## src/rtl/pipe_pkg.sv

```systemverilog
// Shared decode/execute definitions: register-index sizing, control-vector
// field positions, RV32 opcodes and the decode/execute payload layout.
package pipe_pkg;

  localparam int XLEN_DEF      = 32;
  localparam int REG_COUNT_DEF = 32;
  localparam int CTRL_SIZE_DEF = 21;

  // Number of index bits needed to address a register file of 'count' entries
  function automatic int reg_bits(input int count);
    return (count > 1) ? $clog2(count) : 1;
  endfunction

  localparam int REG_BITS_DEF = reg_bits(REG_COUNT_DEF);

  // Control vector field positions
  localparam int CTRL_MEMREAD    = 0;
  localparam int CTRL_MEMWRITE   = 1;
  localparam int CTRL_REGWRITE   = 2;
  localparam int CTRL_MEMTOREG   = 3;
  localparam int CTRL_BRANCH     = 4;
  localparam int CTRL_JAL        = 5;
  localparam int CTRL_JALR       = 6;
  localparam int CTRL_ALUSRC     = 7;
  localparam int CTRL_LUI        = 8;
  localparam int CTRL_AUIPC      = 9;
  localparam int CTRL_ALUOP_LSB  = 10;  // 4-bit ALU operation class
  localparam int CTRL_FUNCT3_LSB = 14;  // 3-bit funct3 copy
  localparam int CTRL_F7B5       = 17;  // instr[30]
  localparam int CTRL_ILLEGAL    = 18;
  localparam int CTRL_RS1_USED   = 19;
  localparam int CTRL_RS2_USED   = 20;
  localparam int CTRL_BASE_BITS  = 21;

  // RV32I major opcodes
  localparam logic [6:0] OPC_LOAD   = 7'b0000011;
  localparam logic [6:0] OPC_STORE  = 7'b0100011;
  localparam logic [6:0] OPC_OPIMM  = 7'b0010011;
  localparam logic [6:0] OPC_OP     = 7'b0110011;
  localparam logic [6:0] OPC_BRANCH = 7'b1100011;
  localparam logic [6:0] OPC_LUI    = 7'b0110111;
  localparam logic [6:0] OPC_AUIPC  = 7'b0010111;
  localparam logic [6:0] OPC_JAL    = 7'b1101111;
  localparam logic [6:0] OPC_JALR   = 7'b1100111;

  // Decode/execute payload so the execute stage can unpack by field name
  typedef struct packed {
    logic [REG_BITS_DEF-1:0]  rs1;
    logic [REG_BITS_DEF-1:0]  rs2;
    logic [REG_BITS_DEF-1:0]  rd;
    logic [CTRL_SIZE_DEF-1:0] ctrl;
    logic [XLEN_DEF-1:0]      rdata1;
    logic [XLEN_DEF-1:0]      rdata2;
    logic [XLEN_DEF-1:0]      imm;
    logic [31:0]              pc;
  } decex_payload_t;

endpackage

```

## src/rtl/controller.sv

```systemverilog
// Main decoder: turns the opcode/funct fields into the control vector
// consumed by execute, memory and writeback.
module controller
  import pipe_pkg::*;
#(
  parameter int CTRL_SIZE = CTRL_SIZE_DEF
) (
  input  logic [31:0]          i_instr,
  output logic [CTRL_SIZE-1:0] o_ctrl
);

  logic [CTRL_BASE_BITS-1:0] w_ctrl;

  // Decode opcode into control flags; unknown opcodes raise the illegal flag
  always_comb begin
    w_ctrl = '0;
    w_ctrl[CTRL_FUNCT3_LSB +: 3] = i_instr[14:12];
    w_ctrl[CTRL_F7B5]            = i_instr[30];
    case (i_instr[6:0])
      OPC_LOAD: begin
        w_ctrl[CTRL_MEMREAD]  = 1'b1;
        w_ctrl[CTRL_REGWRITE] = 1'b1;
        w_ctrl[CTRL_MEMTOREG] = 1'b1;
        w_ctrl[CTRL_ALUSRC]   = 1'b1;
        w_ctrl[CTRL_RS1_USED] = 1'b1;
      end
      OPC_STORE: begin
        w_ctrl[CTRL_MEMWRITE] = 1'b1;
        w_ctrl[CTRL_ALUSRC]   = 1'b1;
        w_ctrl[CTRL_RS1_USED] = 1'b1;
        w_ctrl[CTRL_RS2_USED] = 1'b1;
      end
      OPC_OPIMM: begin
        w_ctrl[CTRL_REGWRITE] = 1'b1;
        w_ctrl[CTRL_ALUSRC]   = 1'b1;
        w_ctrl[CTRL_RS1_USED] = 1'b1;
        w_ctrl[CTRL_ALUOP_LSB +: 4] = 4'd1;
      end
      OPC_OP: begin
        w_ctrl[CTRL_REGWRITE] = 1'b1;
        w_ctrl[CTRL_RS1_USED] = 1'b1;
        w_ctrl[CTRL_RS2_USED] = 1'b1;
        w_ctrl[CTRL_ALUOP_LSB +: 4] = 4'd2;
      end
      OPC_BRANCH: begin
        w_ctrl[CTRL_BRANCH]   = 1'b1;
        w_ctrl[CTRL_RS1_USED] = 1'b1;
        w_ctrl[CTRL_RS2_USED] = 1'b1;
        w_ctrl[CTRL_ALUOP_LSB +: 4] = 4'd3;
      end
      OPC_LUI: begin
        w_ctrl[CTRL_REGWRITE] = 1'b1;
        w_ctrl[CTRL_LUI]      = 1'b1;
        w_ctrl[CTRL_ALUSRC]   = 1'b1;
        w_ctrl[CTRL_ALUOP_LSB +: 4] = 4'd4;
      end
      OPC_AUIPC: begin
        w_ctrl[CTRL_REGWRITE] = 1'b1;
        w_ctrl[CTRL_AUIPC]    = 1'b1;
        w_ctrl[CTRL_ALUSRC]   = 1'b1;
        w_ctrl[CTRL_ALUOP_LSB +: 4] = 4'd5;
      end
      OPC_JAL: begin
        w_ctrl[CTRL_REGWRITE] = 1'b1;
        w_ctrl[CTRL_JAL]      = 1'b1;
        w_ctrl[CTRL_ALUOP_LSB +: 4] = 4'd6;
      end
      OPC_JALR: begin
        w_ctrl[CTRL_REGWRITE] = 1'b1;
        w_ctrl[CTRL_JALR]     = 1'b1;
        w_ctrl[CTRL_ALUSRC]   = 1'b1;
        w_ctrl[CTRL_RS1_USED] = 1'b1;
        w_ctrl[CTRL_ALUOP_LSB +: 4] = 4'd6;
      end
      default: begin
        w_ctrl[CTRL_ILLEGAL] = 1'b1;
      end
    endcase
  end

  assign o_ctrl = CTRL_SIZE'(w_ctrl);

endmodule

```

## src/rtl/immgen.sv

```systemverilog
// Immediate generator: extracts and sign-extends the RV32I immediate
// selected by the opcode; formats without an immediate produce zero.
module immgen
  import pipe_pkg::*;
#(
  parameter int XLEN = XLEN_DEF
) (
  input  logic [31:0]     i_instr,
  output logic [XLEN-1:0] o_imm
);

  logic [31:0] w_imm32;

  // Select the immediate layout from the major opcode
  always_comb begin
    w_imm32 = 32'd0;
    case (i_instr[6:0])
      OPC_LOAD, OPC_OPIMM, OPC_JALR:
        w_imm32 = {{20{i_instr[31]}}, i_instr[31:20]};
      OPC_STORE:
        w_imm32 = {{20{i_instr[31]}}, i_instr[31:25], i_instr[11:7]};
      OPC_BRANCH:
        w_imm32 = {{19{i_instr[31]}}, i_instr[31], i_instr[7], i_instr[30:25], i_instr[11:8], 1'b0};
      OPC_LUI, OPC_AUIPC:
        w_imm32 = {i_instr[31:12], 12'd0};
      OPC_JAL:
        w_imm32 = {{11{i_instr[31]}}, i_instr[31], i_instr[19:12], i_instr[20], i_instr[30:21], 1'b0};
      default:
        w_imm32 = 32'd0;
    endcase
  end

  assign o_imm = XLEN'(signed'(w_imm32));

endmodule

```

## src/rtl/regfile_bypass.sv

```systemverilog
// Architectural register file: two combinational read ports, one synchronous
// write port, hard-wired zero register and optional same-cycle write bypass.
module regfile_bypass
  import pipe_pkg::*;
#(
  parameter int XLEN      = XLEN_DEF,
  parameter int REG_COUNT = REG_COUNT_DEF,
  parameter int WB_BYPASS = 1,
  localparam int REG_BITS = reg_bits(REG_COUNT)
) (
  input  logic                clk,
  input  logic                rstn,
  input  logic                i_wb_en,
  input  logic [REG_BITS-1:0] i_wb_rd,
  input  logic [XLEN-1:0]     i_wb_data,
  input  logic [REG_BITS-1:0] i_rs1,
  input  logic [REG_BITS-1:0] i_rs2,
  output logic [XLEN-1:0]     o_rdata1,
  output logic [XLEN-1:0]     o_rdata2
);

  logic [XLEN-1:0] r_regs [REG_COUNT];
  logic            w_wr;

  assign w_wr = i_wb_en && (i_wb_rd != '0) && (int'(i_wb_rd) < REG_COUNT);

  // Register storage: cleared on reset, written on the clock edge when enabled
  always_ff @(posedge clk or negedge rstn) begin
    if (!rstn) begin
      for (int i = 0; i < REG_COUNT; i++) begin
        r_regs[i] <= '0;
      end
    end else if (w_wr) begin
      r_regs[i_wb_rd] <= i_wb_data;
    end else begin
      r_regs[i_wb_rd] <= r_regs[i_wb_rd];
    end
  end

  // Read ports: x0 and out-of-range read zero; a matching writeback wins when bypassing
  always_comb begin
    o_rdata1 = '0;
    o_rdata2 = '0;
    if ((i_rs1 == '0) || (int'(i_rs1) >= REG_COUNT)) begin
      o_rdata1 = '0;
    end else if ((WB_BYPASS != 0) && w_wr && (i_wb_rd == i_rs1)) begin
      o_rdata1 = i_wb_data;
    end else begin
      o_rdata1 = r_regs[i_rs1];
    end
    if ((i_rs2 == '0) || (int'(i_rs2) >= REG_COUNT)) begin
      o_rdata2 = '0;
    end else if ((WB_BYPASS != 0) && w_wr && (i_wb_rd == i_rs2)) begin
      o_rdata2 = i_wb_data;
    end else begin
      o_rdata2 = r_regs[i_rs2];
    end
  end

endmodule

```

## src/rtl/decode_stage_hs.sv

```systemverilog
// Decode pipeline stage with valid/ready handshakes, load-use bubble
// insertion, flush, register-file bypass and a saturating stall counter.
module decode_stage_hs
  import pipe_pkg::*;
#(
  parameter int XLEN        = XLEN_DEF,
  parameter int REG_COUNT   = REG_COUNT_DEF,
  parameter int CTRL_SIZE   = CTRL_SIZE_DEF,
  parameter int MEMREAD_BIT = CTRL_MEMREAD,
  parameter int WB_BYPASS   = 1,
  localparam int REG_BITS   = reg_bits(REG_COUNT)
) (
  input  logic                 clk,
  input  logic                 rstn,
  input  logic                 if_valid,
  output logic                 if_ready,
  input  logic [31:0]          if_instr,
  input  logic [31:0]          if_pc,
  input  logic                 flush,
  input  logic                 wb_en,
  input  logic [REG_BITS-1:0]  wb_rd,
  input  logic [XLEN-1:0]      wb_data,
  input  logic                 ex_ready,
  output logic                 ex_valid,
  output logic [REG_BITS-1:0]  ex_rs1,
  output logic [REG_BITS-1:0]  ex_rs2,
  output logic [REG_BITS-1:0]  ex_rd,
  output logic [CTRL_SIZE-1:0] ex_ctrl,
  output logic [XLEN-1:0]      ex_rdata1,
  output logic [XLEN-1:0]      ex_rdata2,
  output logic [XLEN-1:0]      ex_imm,
  output logic [31:0]          ex_pc,
  output logic [31:0]          stall_cnt
);

  logic [REG_BITS-1:0]  w_rs1, w_rs2, w_rd;
  logic [CTRL_SIZE-1:0] w_ctrl;
  logic [XLEN-1:0]      w_rdata1, w_rdata2, w_imm;
  logic                 w_adv, w_haz, w_stall_evt;

  logic                 r_ex_valid;
  logic [REG_BITS-1:0]  r_rs1, r_rs2, r_rd;
  logic [CTRL_SIZE-1:0] r_ctrl;
  logic [XLEN-1:0]      r_rdata1, r_rdata2, r_imm;
  logic [31:0]          r_pc;
  logic [31:0]          r_stall_cnt;

  assign w_rs1 = if_instr[15 +: REG_BITS];
  assign w_rs2 = if_instr[20 +: REG_BITS];
  assign w_rd  = if_instr[7  +: REG_BITS];

  controller #(.CTRL_SIZE(CTRL_SIZE)) u_controller (
    .i_instr (if_instr),
    .o_ctrl  (w_ctrl)
  );

  immgen #(.XLEN(XLEN)) u_immgen (
    .i_instr (if_instr),
    .o_imm   (w_imm)
  );

  regfile_bypass #(
    .XLEN      (XLEN),
    .REG_COUNT (REG_COUNT),
    .WB_BYPASS (WB_BYPASS)
  ) u_regfile (
    .clk       (clk),
    .rstn      (rstn),
    .i_wb_en   (wb_en),
    .i_wb_rd   (wb_rd),
    .i_wb_data (wb_data),
    .i_rs1     (w_rs1),
    .i_rs2     (w_rs2),
    .o_rdata1  (w_rdata1),
    .o_rdata2  (w_rdata2)
  );

  // The output register can take a new entry when empty or being drained.
  // A load in the output register whose destination feeds either source
  // field of the incoming word forces one bubble, whatever the format.
  assign w_adv       = ~r_ex_valid | ex_ready;
  assign w_haz       = r_ex_valid & r_ctrl[MEMREAD_BIT] & (r_rd != '0) &
                       ((r_rd == w_rs1) | (r_rd == w_rs2));
  assign w_stall_evt = if_valid & w_adv & w_haz & ~flush;
  assign if_ready    = w_adv & ~w_haz & ~flush;

  // Output register: flush beats bubble beats load beats drain; else hold
  always_ff @(posedge clk or negedge rstn) begin
    if (!rstn) begin
      r_ex_valid <= 1'b0;
      r_rs1      <= '0;
      r_rs2      <= '0;
      r_rd       <= '0;
      r_ctrl     <= '0;
      r_rdata1   <= '0;
      r_rdata2   <= '0;
      r_imm      <= '0;
      r_pc       <= 32'd0;
    end else if (flush) begin
      r_ex_valid <= 1'b0;
    end else if (w_adv && if_valid && w_haz) begin
      r_ex_valid <= 1'b0;
      r_rs1      <= '0;
      r_rs2      <= '0;
      r_rd       <= '0;
      r_ctrl     <= '0;
      r_rdata1   <= '0;
      r_rdata2   <= '0;
      r_imm      <= '0;
      r_pc       <= 32'd0;
    end else if (w_adv && if_valid) begin
      r_ex_valid <= 1'b1;
      r_rs1      <= w_rs1;
      r_rs2      <= w_rs2;
      r_rd       <= w_rd;
      r_ctrl     <= w_ctrl;
      r_rdata1   <= w_rdata1;
      r_rdata2   <= w_rdata2;
      r_imm      <= w_imm;
      r_pc       <= if_pc;
    end else if (w_adv) begin
      r_ex_valid <= 1'b0;
    end else begin
      r_ex_valid <= r_ex_valid;
    end
  end

  // Load-use stall counter, saturating at all-ones
  always_ff @(posedge clk or negedge rstn) begin
    if (!rstn) begin
      r_stall_cnt <= 32'd0;
    end else if (w_stall_evt && (r_stall_cnt != 32'hFFFF_FFFF)) begin
      r_stall_cnt <= r_stall_cnt + 32'd1;
    end else begin
      r_stall_cnt <= r_stall_cnt;
    end
  end

  assign ex_valid  = r_ex_valid;
  assign ex_rs1    = r_rs1;
  assign ex_rs2    = r_rs2;
  assign ex_rd     = r_rd;
  assign ex_ctrl   = r_ctrl;
  assign ex_rdata1 = r_rdata1;
  assign ex_rdata2 = r_rdata2;
  assign ex_imm    = r_imm;
  assign ex_pc     = r_pc;
  assign stall_cnt = r_stall_cnt;

endmodule

```

## config.mk

```make
export PLATFORM = sky130hd
export DESIGN_NAME = decode_stage_hs
export DESIGN_NICKNAME = d
export VERILOG_FILES = /design/src/rtl/pipe_pkg.sv /design/src/rtl/controller.sv /design/src/rtl/immgen.sv /design/src/rtl/regfile_bypass.sv /design/src/rtl/decode_stage_hs.sv
export SDC_FILE = /design/constraint.sdc
export NUM_CORES = 2
export LEC_CHECK = 0
export BUFFER_PORTS_ARGS = -buffer_cell sky130_fd_sc_hd__buf_2
export CAP_MARGIN = 10
export CORE_ASPECT_RATIO = 0.75
export CORE_MARGIN = 2
export CORE_UTILIZATION = 35
export DETAILED_ROUTE_END_ITERATION = 6
export SLEW_MARGIN = 30
export SYNTH_ARGS = -nofsm -noshare
export SYNTH_HDL_FRONTEND = slang
export SYNTH_SLANG_ARGS = --single-unit
```

## constraint.sdc

```tcl
create_clock -name clk -period 2.1 [get_ports clk]
set_clock_uncertainty 0.05 [all_clocks]
set_input_delay 0.42 -clock clk [delete_from_list [all_inputs] [get_ports clk]]
set_output_delay 0.42 -clock clk [all_outputs]
set_load 0.02 [all_outputs]
```

# Word-level counts from Yosys, hierarchy flattened
# Index checks and enable logic that the tools add are counted.
[classes] add_sub_neg=1 mul=0 div=0 order_cmp=4 n_eq_ne=14 shifts=0 mux=52 n_bitwise=16 n_reduce_logical=22
[ops] cell="1024-bit bitwise mux" n=2
[ops] cell="1024-bit two-way mux" n=1
[ops] cell="32-bit two-way mux" n=19
[ops] cell="32-bit binary-select mux with 5-bit select" n=3
[ops] cell="32-bit demux with 5-bit select" n=1
[ops] cell="32-bit case mux with 5 select lines" n=1
[ops] cell="21-bit two-way mux" n=2
[ops] cell="32-bit by 1-bit adder with 32-bit output, second input constant" n=1
[ops] cell="32-bit inequality test, second input constant" n=1
[ops] cell="5-bit two-way mux" n=6
[ops] cell="7-bit by 6-bit equality test with 1-bit output, second input constant" n=3
[ops] cell="7-bit equality test, second input constant" n=3
[ops] cell="5-bit equality test" n=4
[ops] cell="6-bit greater-or-equal comparator, second input constant" n=3
[ops] cell="5-bit inverter with 6-bit output" n=3
[ops] cell="3-bit case mux with 6 select lines" n=1
[ops] cell="1-bit two-way mux" n=16
[ops] cell="7-bit by 5-bit equality test with 1-bit output, second input constant" n=2
[ops] cell="6-bit OR reduction" n=2
[ops] cell="5-bit logical NOT" n=2
[ops] cell="5-bit nonzero test" n=2
[ops] cell="9-bit OR reduction" n=1
[ops] cell="1-bit AND" n=8
[ops] cell="7-bit by 2-bit equality test with 1-bit output, second input constant" n=1
[ops] cell="10 further kinds" n=21
[word_totals] regBits=1221 latch_bits=0 ramBits=0 romBits=0 inputBits=107 output_inout_bits=198 elab_cells=151 memories=0

# Logic depth before layout (Yosys ltp)
[depth] ltp_word=8 depth_mapped=11 depth_no_buf=7

# By module
# Synthesis repeated with hierarchy kept, for this count alone.
[hier_totals] cells_unflattened=5999 area_unflattened_um2=72107.9
[modules_own_cells] module="regfile_bypass" n_inst=1 cells_each=4978 area_each_um2=62917.8 seq_area_each_um2=25624.6
[modules_own_cells] module="decode_stage_hs" n_inst=1 cells_each=895 area_each_um2=8364.3 seq_area_each_um2=4929.7
[modules_own_cells] module="immgen" n_inst=1 cells_each=79 area_each_um2=546.8 seq_area_each_um2=0.0
[modules_own_cells] module="controller" n_inst=1 cells_each=47 area_each_um2=279.0 seq_area_each_um2=0.0

# Least setup slack after synthesis
# No wires, ideal clock.
[synth_path] path_type="flip-flop to output port" start="register r_rd[1] (netlist: ex_rd[1])" end="output if_ready" arrival_ps=2159 required_time_ps=1630 slack_ps=-529 path_stages_with_launch=6 n_path_buf=1 cell_sequence="dfrtp_1 or4_1 o211ai_1 nor2_1 clkbuf_1 nor3_1"
[synth_via] elab_chain_cells=6 word_cells_on_any_way=9 classes_between="2 x eq/ne; 6 x bitwise; 1 x reduce/logical"
[synth_lines] item="start, declared" line="decode_stage_hs.sv:42" text="logic [REG_BITS-1:0] r_rs1, r_rs2, r_rd;"
[synth_lines] item="start signal, assigned" line="decode_stage_hs.sv:115" text="r_rd <= w_rd;"
[synth_lines] item="5-bit equality test or 5-bit nonzero test (tied branches)" line="decode_stage_hs.sv:83, decode_stage_hs.sv:82"
[synth_lines] item="1-bit bitwise OR or 1-bit AND (tied branches)" line="decode_stage_hs.sv:83, decode_stage_hs.sv:82"
[synth_lines] item="1-bit AND *" line="decode_stage_hs.sv:82" text="assign w_haz = r_ex_valid & r_ctrl[MEMREAD_BIT] & (r_rd != '0) &"
[synth_lines] item="1-bit inverter *" line="decode_stage_hs.sv:85" text="assign if_ready = w_adv & ~w_haz & ~flush;"
[synth_lines] item="1-bit AND * (2 in series)" line="decode_stage_hs.sv:85"
[synth_lines] item="end, declared" line="decode_stage_hs.sv:16" text="output logic if_ready,"
# Every way passes the cells marked *; elsewhere a longest branch is shown, timed or not.

# Worst setup path in the final report
[layout_path] start="register r_rd[2] (netlist: ex_rd[2])" end="output if_ready"
# Same word-level chain as after synthesis.

==> out/qor.yml <==
status: "finished with violations"
violations: "setup timing"
initialDrtViolationCount: 8688
drive_gt1_frac: 0.344
holdPathStages: 3
ys_async_sr_fraction: 1.00
ios: 305
netlist_top_cells_count: "dfrtp_1, nand2_1, o21ai_0"
drc: 0
cts.clk_slew.worst_paths_ps: 70
r2r-start: "ex_rd[1]$_DFFE_PN0P_"
yosys-top-cells-area: "dfrtp_1, mux4_2, nand2_1"
yosysWarnings: 0
path_delay_family: "simple AND/OR/NAND/NOR gates"
ys_types: 73
routedWlPerCell_um: 31.5
period_needed_ps: 3050
cp_common_cell: "buf_4"
grt_pass1_wl_mm: 436
max_slew_margin: 0.600
place_congestion: 0.975
synth_edf_count: 0
drv_cap: 0
grt.overflow.total: 0
rsz0062_at_grt: "true"
viasPerCell: 6.31
synth_area_leader_cell: "dfrtp_1"
start_kind: "flip-flop"
power.density_mw_per_mm2: 900
syn_nets: 6242
cts-root-buf: "clkbuf_16"
core_area_sq_mm: 0.192
hp-class: "input pin to flip-flop"
fp.dieH_um: 385
ir_drop_v: 0.000823
arrival_ps: 2580
clockBufferDepth: 3
grt.total_usage: 0.303
hold_viol: 0
p_leak_nw: 39.0
layout.nets: 7130
setup.worst_path.start: "ex_rd[2]$_DFFE_PN0P_"
fin_tns_setup_ps: -56650
port_buffers: 303
clk_latency_ps: 810
syn_area_sq_mm: 0.0679
grt_max_degree: 95
htreeDepth: 3
cp_slowest_stage_delay_ps: 530
area_growth_pct: 30.1
cp_cell_sequence: "or4_4, o211ai_1, buf_4, nor2_4, nor3_2, buf_4"
start_util: 0.354
worst-path-buf-inv: 2
reg2reg_depth: 14
ys.flop_type: "dfrtp_1"
drv_slew: 0
fp.dieW_um: 512
synth_top_area_share: 0.449
ys_seq_elements: 1219
holdCritStartpoint: "if_instr[2]"
grt_pass1_vias: 59200
power_mw: 79.5
rows: 139
fmax_mhz: 328
synth.avg_cell_area_sq_um: 11.1
setup_slack_ps: -948
cp_max_fo: 2
postSynthCellCount: 6134
cts_inserted_buffers: 120
min_to: "ex_ctrl[9]$_DFFE_PN0P_"
synth-seq-area-share: 0.449
crit_type: "flip-flop to output port"
endpoint_kind: "output port"
hpwlAfterDp_mm: 213
cts_tree: "done"
wl_mm: 305
critical_path_required_ps: 1630
critPathSlowestCell: "or4_4"
max_slew.worst_pin.slew_ps: 599
period_share: 1.45
antenna_found_initial: 13
dr.pass1.iters: 6
dieArea_sq_mm: 0.198
detail-route-antenna-nets: 0
worst_r2r_endpoint: "ex_rdata1[18]$_DFFE_PN0P_"
vias: 61000
setup_viol_count_final: 347
r2r_slack_ps: -610
nFillCells: 17400
yosysMostFrequentCell: "dfrtp_1"
clock-sinks: 1219
[layer usage]
layer,global-route usage,up-vias,wire (um)
met2,0.431,4575,128000
met5,0,-,84
met4,0.116,12,13400
li1,-,24900,-
met3,0.123,796,45400
met1,0.413,30700,119000
[placed cells by master (no fill, tap or decap), types with 45 or more instances in the layout]
cell,synthesis,final
mux4_2,653,653
dfrtp_1,1219,1219
buf_2,217,294
nand2_1,1207,1173
o22ai_1,322,317
or4_1,65,64
dlygate4sd3_1,0,94
clkbuf_16,0,131
o21ai_0,684,622
o21ai_1,375,409
nand3_1,60,57
mux2i_1,227,227
buf_4,23,685
a221o_1,63,63
a22oi_1,78,77
nor3_1,99,45
o21ai_2,30,56
buf_12,1,340
[sequential cells by signal, indices dropped and copies added, names as in the netlist]
signal	flops
u_regfile.r_regs	1024
ex_imm	32
ex_pc	32
ex_rdata1	32
ex_rdata2	32
stall_cnt	32
ex_ctrl	19
ex_rd	5
ex_rs1	5
ex_rs2	5
ex_valid	1
[per-stage QoR]
step	worst slack [ps]	area, sq um	hold WS [ps]	instances	util
floorplan	-398	68100	74.4	6134	-
global placement	-689	81900	353	9314	0.426
detailed placement	-702	81900	355	9314	0.426
CTS	-1020	87900	0.515	9657	0.458
global route	-1060	88300	71.1	9669	0.460
finish	-948	88300	70.9	9673	0.460
[worst max path at each step]
| stage | cells past startpoint | slack (ps) | endpoint |
|---|---|---|---|
| after floorplan | 11 | -400 | u_regfile.r_regs[415]$_DFFE_PN0P_ |
| after global placement | 11 | -690 | u_regfile.r_regs[417]$_DFFE_PN0P_ |
| after detailed placement | 11 | -700 | u_regfile.r_regs[473]$_DFFE_PN0P_ |
| after CTS | 6 | -1020 | if_ready |
| after global routing | 6 | -1060 | if_ready |
| final | 6 | -950 | if_ready |
[cell type report]
type / count / area (sq um) / share of cell area
timing repair buffer: 1441 / 15000 / 0.169
multi-input combinational: 4234 / 35400 / 0.401
sequential: 1219 / 30500 / 0.345
inverter: 6 / 22.5 / 0.000255
antenna: 8 / 20.0 / 0.000227
tap: 2538 / 3180 / 0.0360
clock inverter: 62 / 731 / 0.00827
clock buffer: 165 / 3520 / 0.0398
[power breakdown]
part / switching [mW] / internal (mW) / leakage (nW)
Combinational: 10.5 / 11.5 / 21.3
Sequential: 5.22 / 28.5 / 15.7
Clock: 10.4 / 13.4 / 2.09
[worst reg2reg max path, stage by stage, from the launching register on]
cell	delay (ps)
dfrtp_1	390
buf_4	140
buf_4	130
xor2_1	150
nor3_1	160
a22oi_1	110
buf_4	160
buf_4	130
buf_8	130
o21ai_4	170
buf_12	170
buf_12	170
buf_12	170
nor3_1	90
a221o_1	270
[cell families after synthesis]
kind of cell	Yosys count	synth area share
buffers and inverters	681	0.0440
other	1	0.0000552
AND/OR/NAND/NOR	1593	0.100
multiplexers	924	0.257
adder cells (fa/ha/maj)	1	0.000184
AO/OA/AOI/OAI	1664	0.142
XOR/XNOR	51	0.00658
flip-flops	1219	0.449
[timing repair]
item | in CTS | in global routing
endpoints found under the hold margin | 960 | 0
hold buffers | 94 | 0
resized for setup | 122 | 71
endpoints found under the setup margin | 273 | 708
setup buffers | 15 | 3
pin swaps | 19 | 31
gates cloned | 8 | 7
Power figures use the tool's default switching activity.
